--- src/rtl/seq_detect_ctrl_pkg.sv ---
// Shared state encoding and default widths for the serial pattern detector run controller.
package seq_detect_ctrl_pkg;

   localparam int DEF_PAT_W = 8;
   localparam int DEF_CNT_W = 8;
   localparam int DEF_TMO_W = 16;

   typedef enum logic [1:0] {
      ST_IDLE = 2'd0,
      ST_ARM  = 2'd1,
      ST_RUN  = 2'd2
   } state_e;

endpackage

--- src/rtl/seq_detect_ctrl_shift_cmp.sv ---
// Window shift register, fill counter and masked pattern compare for the detector.
// The shifted flag marks windows that are fresh, so a stalled stream never re-matches.
module seq_detect_ctrl_shift_cmp
   import seq_detect_ctrl_pkg::*;
#(
   parameter int PAT_W = DEF_PAT_W
) (
   input  logic             clk,
   input  logic             rst_n,
   input  logic             clear_i,
   input  logic             shift_i,
   input  logic             bit_i,
   input  logic [PAT_W-1:0] pattern_i,
   input  logic [PAT_W-1:0] mask_i,
   output logic             windowEq_o,
   output logic             shifted_o,
   output logic             fillLast_o
);

   localparam int FILL_W = $clog2(PAT_W + 1);

   logic [PAT_W-1:0]  shreg_q, shreg_d;
   logic [FILL_W-1:0] fill_q, fill_d;
   logic              shifted_q, shifted_d;

   // Oldest bit ends up in the MSB; the fill count saturates once the window is full.
   always_comb begin
      shreg_d   = shreg_q;
      fill_d    = fill_q;
      shifted_d = shift_i;
      if (clear_i) begin
         shreg_d   = '0;
         fill_d    = '0;
         shifted_d = 1'b0;
      end else if (shift_i) begin
         shreg_d = {shreg_q[PAT_W-2:0], bit_i};
         if (fill_q != FILL_W'(PAT_W)) begin
            fill_d = fill_q + FILL_W'(1);
         end
      end
   end

   always_ff @(posedge clk or negedge rst_n) begin
      if (!rst_n) begin
         shreg_q   <= '0;
         fill_q    <= '0;
         shifted_q <= 1'b0;
      end else begin
         shreg_q   <= shreg_d;
         fill_q    <= fill_d;
         shifted_q <= shifted_d;
      end
   end

   assign windowEq_o = (((shreg_q ^ pattern_i) & mask_i) == '0);
   assign shifted_o  = shifted_q;
   assign fillLast_o = (fill_q == FILL_W'(PAT_W - 1));

endmodule

--- src/rtl/seq_detect_ctrl.sv ---
// Run controller: config capture, IDLE/ARM/RUN sequencing, match counting and idle timeout.
// Abort beats done, done beats timeout, and a hit in the same cycle beats a timeout.
module seq_detect_ctrl
   import seq_detect_ctrl_pkg::*;
#(
   parameter int PAT_W = DEF_PAT_W,
   parameter int CNT_W = DEF_CNT_W,
   parameter int TMO_W = DEF_TMO_W
) (
   input  logic             clk,
   input  logic             rst_n,
   input  logic             cfg_valid,
   output logic             cfg_ready,
   input  logic [PAT_W-1:0] cfg_pattern,
   input  logic [PAT_W-1:0] cfg_mask,
   input  logic [CNT_W-1:0] cfg_count,
   input  logic [TMO_W-1:0] cfg_timeout,
   input  logic             start,
   input  logic             abort,
   input  logic             a_valid,
   input  logic             a,
   output logic             match,
   output logic [CNT_W-1:0] match_cnt,
   output logic             busy,
   output logic             done,
   output logic             timeout
);

   state_e           state_q;
   logic [PAT_W-1:0] cfgPattern_q;
   logic [PAT_W-1:0] cfgMask_q;
   logic [CNT_W-1:0] cfgCount_q;
   logic [TMO_W-1:0] cfgTimeout_q;
   logic [TMO_W-1:0] timer_q, timer_d;
   logic [CNT_W-1:0] matchCnt_q, matchCnt_d;
   logic             match_q, done_q, timeout_q;

   logic inIdle, cfgAccept, startAccept, shiftEn;
   logic windowEq, shifted, fillLast;
   logic hit, lastMatch, timerExpire;

   assign inIdle      = (state_q == ST_IDLE);
   assign cfgAccept   = cfg_valid && inIdle;
   assign startAccept = start && !abort && inIdle;
   assign shiftEn     = a_valid && !inIdle;

   seq_detect_ctrl_shift_cmp #(
      .PAT_W (PAT_W)
   ) u_shift_cmp (
      .clk        (clk),
      .rst_n      (rst_n),
      .clear_i    (startAccept),
      .shift_i    (shiftEn),
      .bit_i      (a),
      .pattern_i  (cfgPattern_q),
      .mask_i     (cfgMask_q),
      .windowEq_o (windowEq),
      .shifted_o  (shifted),
      .fillLast_o (fillLast)
   );

   // Only a freshly shifted full window in RUN may count as a hit.
   always_comb begin
      hit         = (state_q == ST_RUN) && shifted && windowEq;
      matchCnt_d  = (&matchCnt_q) ? matchCnt_q : matchCnt_q + CNT_W'(1);
      lastMatch   = (cfgCount_q != '0) && (matchCnt_q + CNT_W'(1) == cfgCount_q);
      timerExpire = (cfgTimeout_q != '0) && (timer_q == cfgTimeout_q - TMO_W'(1));
      timer_d     = timer_q + TMO_W'(1);
   end

   always_ff @(posedge clk or negedge rst_n) begin
      if (!rst_n) begin
         state_q      <= ST_IDLE;
         cfgPattern_q <= '0;
         cfgMask_q    <= '0;
         cfgCount_q   <= '0;
         cfgTimeout_q <= '0;
         timer_q      <= '0;
         matchCnt_q   <= '0;
         match_q      <= 1'b0;
         done_q       <= 1'b0;
         timeout_q    <= 1'b0;
      end else begin
         match_q   <= 1'b0;
         done_q    <= 1'b0;
         timeout_q <= 1'b0;

         if (cfgAccept) begin
            cfgPattern_q <= cfg_pattern;
            cfgMask_q    <= cfg_mask;
            cfgCount_q   <= cfg_count;
            cfgTimeout_q <= cfg_timeout;
         end

         unique case (state_q)
            ST_IDLE: begin
               if (startAccept) begin
                  state_q    <= ST_ARM;
                  timer_q    <= '0;
                  matchCnt_q <= '0;
               end
            end
            ST_ARM, ST_RUN: begin
               if (abort) begin
                  state_q <= ST_IDLE;
               end else if (hit) begin
                  match_q    <= 1'b1;
                  matchCnt_q <= matchCnt_d;
                  timer_q    <= '0;
                  if (lastMatch) begin
                     done_q  <= 1'b1;
                     state_q <= ST_IDLE;
                  end
               end else if (timerExpire) begin
                  timeout_q <= 1'b1;
                  state_q   <= ST_IDLE;
               end else begin
                  timer_q <= timer_d;
                  // The edge that shifts in the last window bit also enters RUN.
                  if ((state_q == ST_ARM) && shiftEn && fillLast) begin
                     state_q <= ST_RUN;
                  end
               end
            end
            default: state_q <= ST_IDLE;
         endcase
      end
   end

   assign cfg_ready = inIdle;
   assign busy      = !inIdle;
   assign match     = match_q;
   assign match_cnt = matchCnt_q;
   assign done      = done_q;
   assign timeout   = timeout_q;

endmodule
--- config.mk ---
export PLATFORM = sky130hd
export DESIGN_NAME = seq_detect_ctrl
export DESIGN_NICKNAME = d
export VERILOG_FILES = /design/src/rtl/seq_detect_ctrl_pkg.sv /design/src/rtl/seq_detect_ctrl_shift_cmp.sv /design/src/rtl/seq_detect_ctrl.sv
export SDC_FILE = /design/constraint.sdc
export NUM_CORES = 1
export LEC_CHECK = 0
export ABC_AREA = 1
export CELL_PAD_IN_SITES_DETAIL_PLACEMENT = 1
export CELL_PAD_IN_SITES_GLOBAL_PLACEMENT = 1
export CORE_MARGIN = 4
export CORE_UTILIZATION = 45
export CTS_BUF_LIST = sky130_fd_sc_hd__clkbuf_16
export DETAILED_ROUTE_END_ITERATION = 6
export GPL_TIMING_DRIVEN = 1
export PLACE_DENSITY = 0.89
export SYNTH_ARGS = -nofsm -noshare
export SYNTH_HDL_FRONTEND = slang
export SYNTH_SLANG_ARGS = --single-unit
--- constraint.sdc ---
create_clock -name clk -period 5.5 [get_ports clk]
set_input_delay 1.1 -clock clk [delete_from_list [all_inputs] [get_ports clk]]
set_output_delay 1.1 -clock clk [all_outputs]
set_load 0.03 [all_outputs]
**Yosys cells after proc, flatten, opt, wreduce, memory -nomap -nowiden**

Cells that the tools add are included.

- Add/subtract/negate cells: 4
- Equal/unequal tests: 13
- Multiplexer cells: 34
- Bitwise gates (word level): 2
- Reductions and logical operators: 25

Operator list:

| kind | count |
|---|---|
| 16-bit 2-to-1 mux | 4 |
| 8-bit 2-to-1 mux | 6 |
| 16-bit case mux with 2 select lines | 1 |
| 16-bit by 1-bit adder with 16-bit output (second input constant) | 1 |
| 16-bit equality test | 1 |
| 8-bit case mux with 2 select lines | 1 |
| 16-bit nonzero test | 1 |
| 16-bit by 1-bit subtractor with 16-bit output (second input constant) | 1 |
| 1-bit 2-to-1 mux | 12 |
| 2-bit 2-to-1 mux | 6 |
| 4-bit 2-to-1 mux | 3 |
| 1-bit logical AND | 10 |
| 8-bit by 1-bit adder with 8-bit output (second input constant) | 1 |
| 8-bit AND | 1 |
| 8-bit equality test | 1 |
| 8-bit logical NOT | 1 |
| 4-bit inequality test (second input constant) | 2 |
| 8-bit AND reduction | 1 |
| 8-bit nonzero test | 1 |
| 8-bit XOR | 1 |
| 2-bit inequality test (second input constant) | 3 |
| 2-bit nonzero test | 3 |
| 5-bit inequality test (second input constant) | 1 |
| 5-bit AND reduction | 1 |
| other kinds (13) | 14 |

- Register bits: 82

**Depth between registers and ports, before layout**

- Word-level depth: 10
- Gate-level depth with buffers: 17
- Depth with buffers taken out: 17

**Cells and area by module**

A second synthesis with hierarchy kept.

- Cell total of the unflattened synthesis: 629
- Area total of the unflattened synthesis: 4,966.0 µm²

Modules (own cells, without submodules):

| module | times used | cells an instance | area an instance (µm²) |
|---|---|---|---|
| seq_detect_ctrl | 1 | 531 | 4,232.8 |
| seq_detect_ctrl_shift_cmp | 1 | 98 | 733.2 |

**Worst setup path before layout**

Ideal clock, no wire load.

- Path type: input-to-reg
- Start point: in abort
- End point: reg timer_q[10]
- Setup time: 0.066 ns
- Data arrival time: 2.263 ns
- Data required time: 5.434 ns
- Slack: 3.171 ns
- Cell stages on the path: 7
- Cell sequence: inv_1 > a21oi_1 > o21bai_1 > nor2_1 > clkbuf_1 > nand3_1 > nand2_1

- Longest elaborated chain between the ends: 5
- Elaborated cells on any way between the ends: 6
- Those cells by class: eq/ne (2); reduce/logical (4)

RTL lines:

| what | line | RTL |
|---|---|---|
| start, declared | seq_detect_ctrl.sv:19 | `input logic abort,` |
| 1-bit logical NOT | seq_detect_ctrl.sv:44 | `assign startAccept = start && !abort && inIdle;` |
| 1-bit logical AND (2 in series) | seq_detect_ctrl.sv:44 |  |
| 2-bit by 1-bit inequality test with 1-bit output (no line) | n/a |  |
| 4-bit AND reduction (no line) * | n/a |  |
| end signal, assigned | seq_detect_ctrl.sv:118 | `timer_q <= timer_d;` |
| end, declared | seq_detect_ctrl.sv:34 | `logic [TMO_W-1:0] timer_q, timer_d;` |

Mark *: on every way between the ends. The rest lies on a longest branch, timed or not.
A chain may end at the register's enable or synchronous reset.

**Final worst setup path**

- Start point: in abort
- End point: reg timer_q[9]

The elaborated chain is that of the path after synthesis.

==> flow_metrics.tcl <==
set metrics [dict create \
    drc 0 \
    r2r_end "timer_q[9]$_DFFE_PN0P_" \
    die_h_um 114 \
    hold_path.class "reg2reg" \
    power_uw 2680 \
    antenna_found_initial 0 \
    gr-total-overflow 0 \
    path_cells "clkdlybuf4s50_1 -> inv_1 -> a21oi_1 -> o21bai_1 -> nor2_1 -> nand2_4 -> nand2_1 -> nand2_1" \
    leakagePower_uw 0.00283 \
    track_usage_pct 25.5 \
    crit_top_cell "nand2_1" \
    startpoint "abort" \
    syn_inst 671 \
    grt_max_degree 83 \
    setup_slack_ns 2.16 \
    hold_buffers 0 \
    wire_per_inst_um 17.7 \
    cts_made_buffers 9 \
    portBuffers 59 \
    ir_drop_mv 0.470 \
    syn_avg_cell_area_sq_um 7.48 \
    r2r-start "state_q[0]$_DFFE_PN0P_" \
    cts_tree "built" \
    clock_latency_ns 0.35 \
    critical_path.endpoint "timer_q[9]$_DFFE_PN0P_" \
    wl_met1_um 6190 \
    coreArea_sq_mm 0.0109 \
    arrival_ns 3.58 \
    r2r.worst_path.cells 8 \
    viasPerCell 5.55 \
    wirelength_um 15500 \
    clockRootBuffer "clkbuf_16" \
    finish.instance_area_sq_mm 0.00603 \
    drv_slew 0 \
    antenna_cells 0 \
    critPathRequiredTime_ns 5.74 \
    cts_setup_buffers 0 \
    crit_path_start_kind "primary input" \
    relSlewSlack_pct 12.2 \
    place.gp.congestion 0.914 \
    min_period_ns 3.34 \
    post-route-period-util_pct 60.8 \
    firstDrtPassIters 4 \
    tightestPinTransition_ns 1.31 \
    powerDensity_mw_per_mm2 444 \
    grt_pass1_wl_um 26200 \
    worst_setup_path_end_kind "flip-flop" \
    clockBufferDepth 2 \
    status "completed" \
    post_synth_num_cell_types 35 \
    grt_pass1_vias 5375 \
    fin_nets 784 \
    area_growth_pct 20.1 \
    cts.sinks 82 \
    drtAntennaViolNets 0 \
    die-width_um 114 \
    placed_area_sq_mm 0.00573 \
    drive_gt1_share_pct 9.41 \
    synth_nets 727 \
    fin_skew_ns 0.00939 \
    initialDrtViolationCount 231 \
    cpPeakStageDelay_ns 1.00 \
    rrSetupSlack_ns 2.43 \
    dr_wl_met3_um 589 \
    final_core_util_pct 55.4 \
    via_count 4845 \
    dr_wl_met2_um 8340 \
    die_area_sq_mm 0.0129 \
    crit_fanout 17 \
    path_class "in2reg" \
    slowest_stage "nor2_1" \
    initial_core_util_pct 46.1 \
    ys_seq_area_share_pct 40.9 \
    h-tree-depth 3 \
    pre_cts_ws_ns 1.85 \
    fmax_ghz 0.299 \
    ios 60 \
    synth.cell_area_sq_mm 0.00502 \
    cap_violations 0 \
    finalSetupViolCount 0 \
    cts.repair.resized 0 \
    fp-row-count 38 \
    synth_warnings 0 \
    clkTransAtPathRegs_ns 0.07 \
    maxUsedRoutingLayer "met4" \
    fin_setup_tns_ns 0 \
    rsz0062_at_grt "no" \
    hpwl_um 11400 \
    hold_violations 0 \
    ys_ff_latch 82 \
]
## cell type report
| cell class | instances | area (sq um) |
|---|---|---|
| clock buffer | 9 | 225 |
| tap | 140 | 175 |
| inverter | 88 | 330 |
| sequential | 82 | 2050 |
| multi-input combinational | 487 | 2580 |
| fill | 1396 | 4860 |
| timing repair buffer | 60 | 596 |
| clock inverter | 7 | 75.1 |
## how the worst min path moves through the flow
| stage | start | to | cells after the start |
|---|---|---|---|
| 6_report | cfgMask_q[5]$_DFFE_PN0P_ | cfgMask_q[5]$_DFFE_PN0P_ | 1 |
| 5_1_grt | cfgMask_q[1]$_DFFE_PN0P_ | cfgMask_q[1]$_DFFE_PN0P_ | 1 |
| 4_1_cts | cfgMask_q[5]$_DFFE_PN0P_ | cfgMask_q[5]$_DFFE_PN0P_ | 1 |
| 3_5_place_dp | cfgMask_q[5]$_DFFE_PN0P_ | cfgMask_q[5]$_DFFE_PN0P_ | 1 |
| 3_3_place_gp | cfgMask_q[2]$_DFFE_PN0P_ | cfgMask_q[2]$_DFFE_PN0P_ | 1 |
| 2_1_floorplan | u_shift_cmp.fill_q[2]$_DFFE_PN0P_ | u_shift_cmp.fill_q[2]$_DFFE_PN0P_ | 1 |
## worst max-delay path: cells and delay by family
family,cells,cell delay (ns)
and+or+nand+nor,4,1.57
buffers and inverters,2,0.62
AOI/OAI and AO/OA,2,0.28
## state kept, by name (all words and copies together), names as in the netlist
register / flops
cfgCount_q: 8
cfgMask_q: 8
cfgPattern_q: 8
cfgTimeout_q: 16
done: 1
match: 1
match_cnt: 8
state_q: 2
timeout: 1
timer_q: 16
u_shift_cmp.fill_q: 4
u_shift_cmp.shifted_o: 1
u_shift_cmp.shreg_q: 8
## power by group
group          switching (uW)  total, uW  internal [uW]  leakage (uW)
clock network             274        629            355      0.000144
registers                 193        995            802       0.00103
logic                     659       1050            393       0.00166
## per-layer routing
layer,GRT usage [%],vias to the layer above
met5,0,-
met1,28.8,2419
met2,47.2,103
met4,8.09,0
li1,-,2287
met3,6.26,36
## logic make-up after synthesis
logic type               Yosys count  share of synthesized area [%]
AO/OA/AOI/OAI                     51                           5.61
XOR/XNOR                          20                           3.49
adder cells (fa/ha/maj)            9                           2.24
buffers and inverters            102                           7.85
flip-flops                        82                           40.9
multiplexers                      23                           5.16
AND/OR/NAND/NOR                  384                           34.8
## synth_stat cells
cell type	instances	area, sq um
nand2_1	172	646
inv_1	83	312
dfrtp_1	82	2050
nand3_1	74	370
nor2_1	67	251
a21oi_1	24	120
mux2_2	23	259
nor3_1	19	95.1
xor2_1	15	131
nand4_1	14	87.6
o22ai_1	12	75.1
clkbuf_1	9	33.8
ha_1	9	113
or2_2	9	56.3
o21ai_0	8	40.0
nor4_1	7	43.8
nor2_2	5	31.3
xnor2_1	5	43.8
nand3b_1	4	30.0
a211oi_1	3	22.5
buf_2	3	15.0
inv_2	3	11.3
nand2_2	3	18.8
and3_1	2	12.5
clkinv_1	2	7.51
nand2_4	2	22.5
nor2_4	2	22.5
nor3_2	2	20.0
o21ai_1	2	10.0
a31oi_1	1	6.26
buf_1	1	3.75
buf_6	1	11.3
nand3_4	1	17.5
nor2_8	1	20.0
o21bai_1	1	7.51
## placed cells by master, fill, tap and decap left out, types with 3 or more instances in the layout
master and n:
clkdlybuf4s50_1 58, nor3_1 19, nor4_1 7, ha_1 9, a211oi_1 3, inv_2 3
mux2_2 23, nand2_1 171, nand4_1 14, nand3b_1 4, xnor2_1 5, or2_2 9
nor2_1 67, clkbuf_16 9, nand3_1 74, dfrtp_1 82, o21ai_0 8, xor2_1 15
nor2_2 5, inv_1 84, nand2_2 4, o22ai_1 12, a21oi_1 24, inv_6 3
## stage by stage
step / instances / hold slack, ns
2_1_floorplan: 671 / 0.470
3_3_place_gp: 857 / 0.486
3_5_place_dp: 857 / 0.499
4_1_cts: 873 / 0.514
5_1_grt: 873 / 0.532
6_report: 873 / 0.513
(Power assumes the default switching activity.)
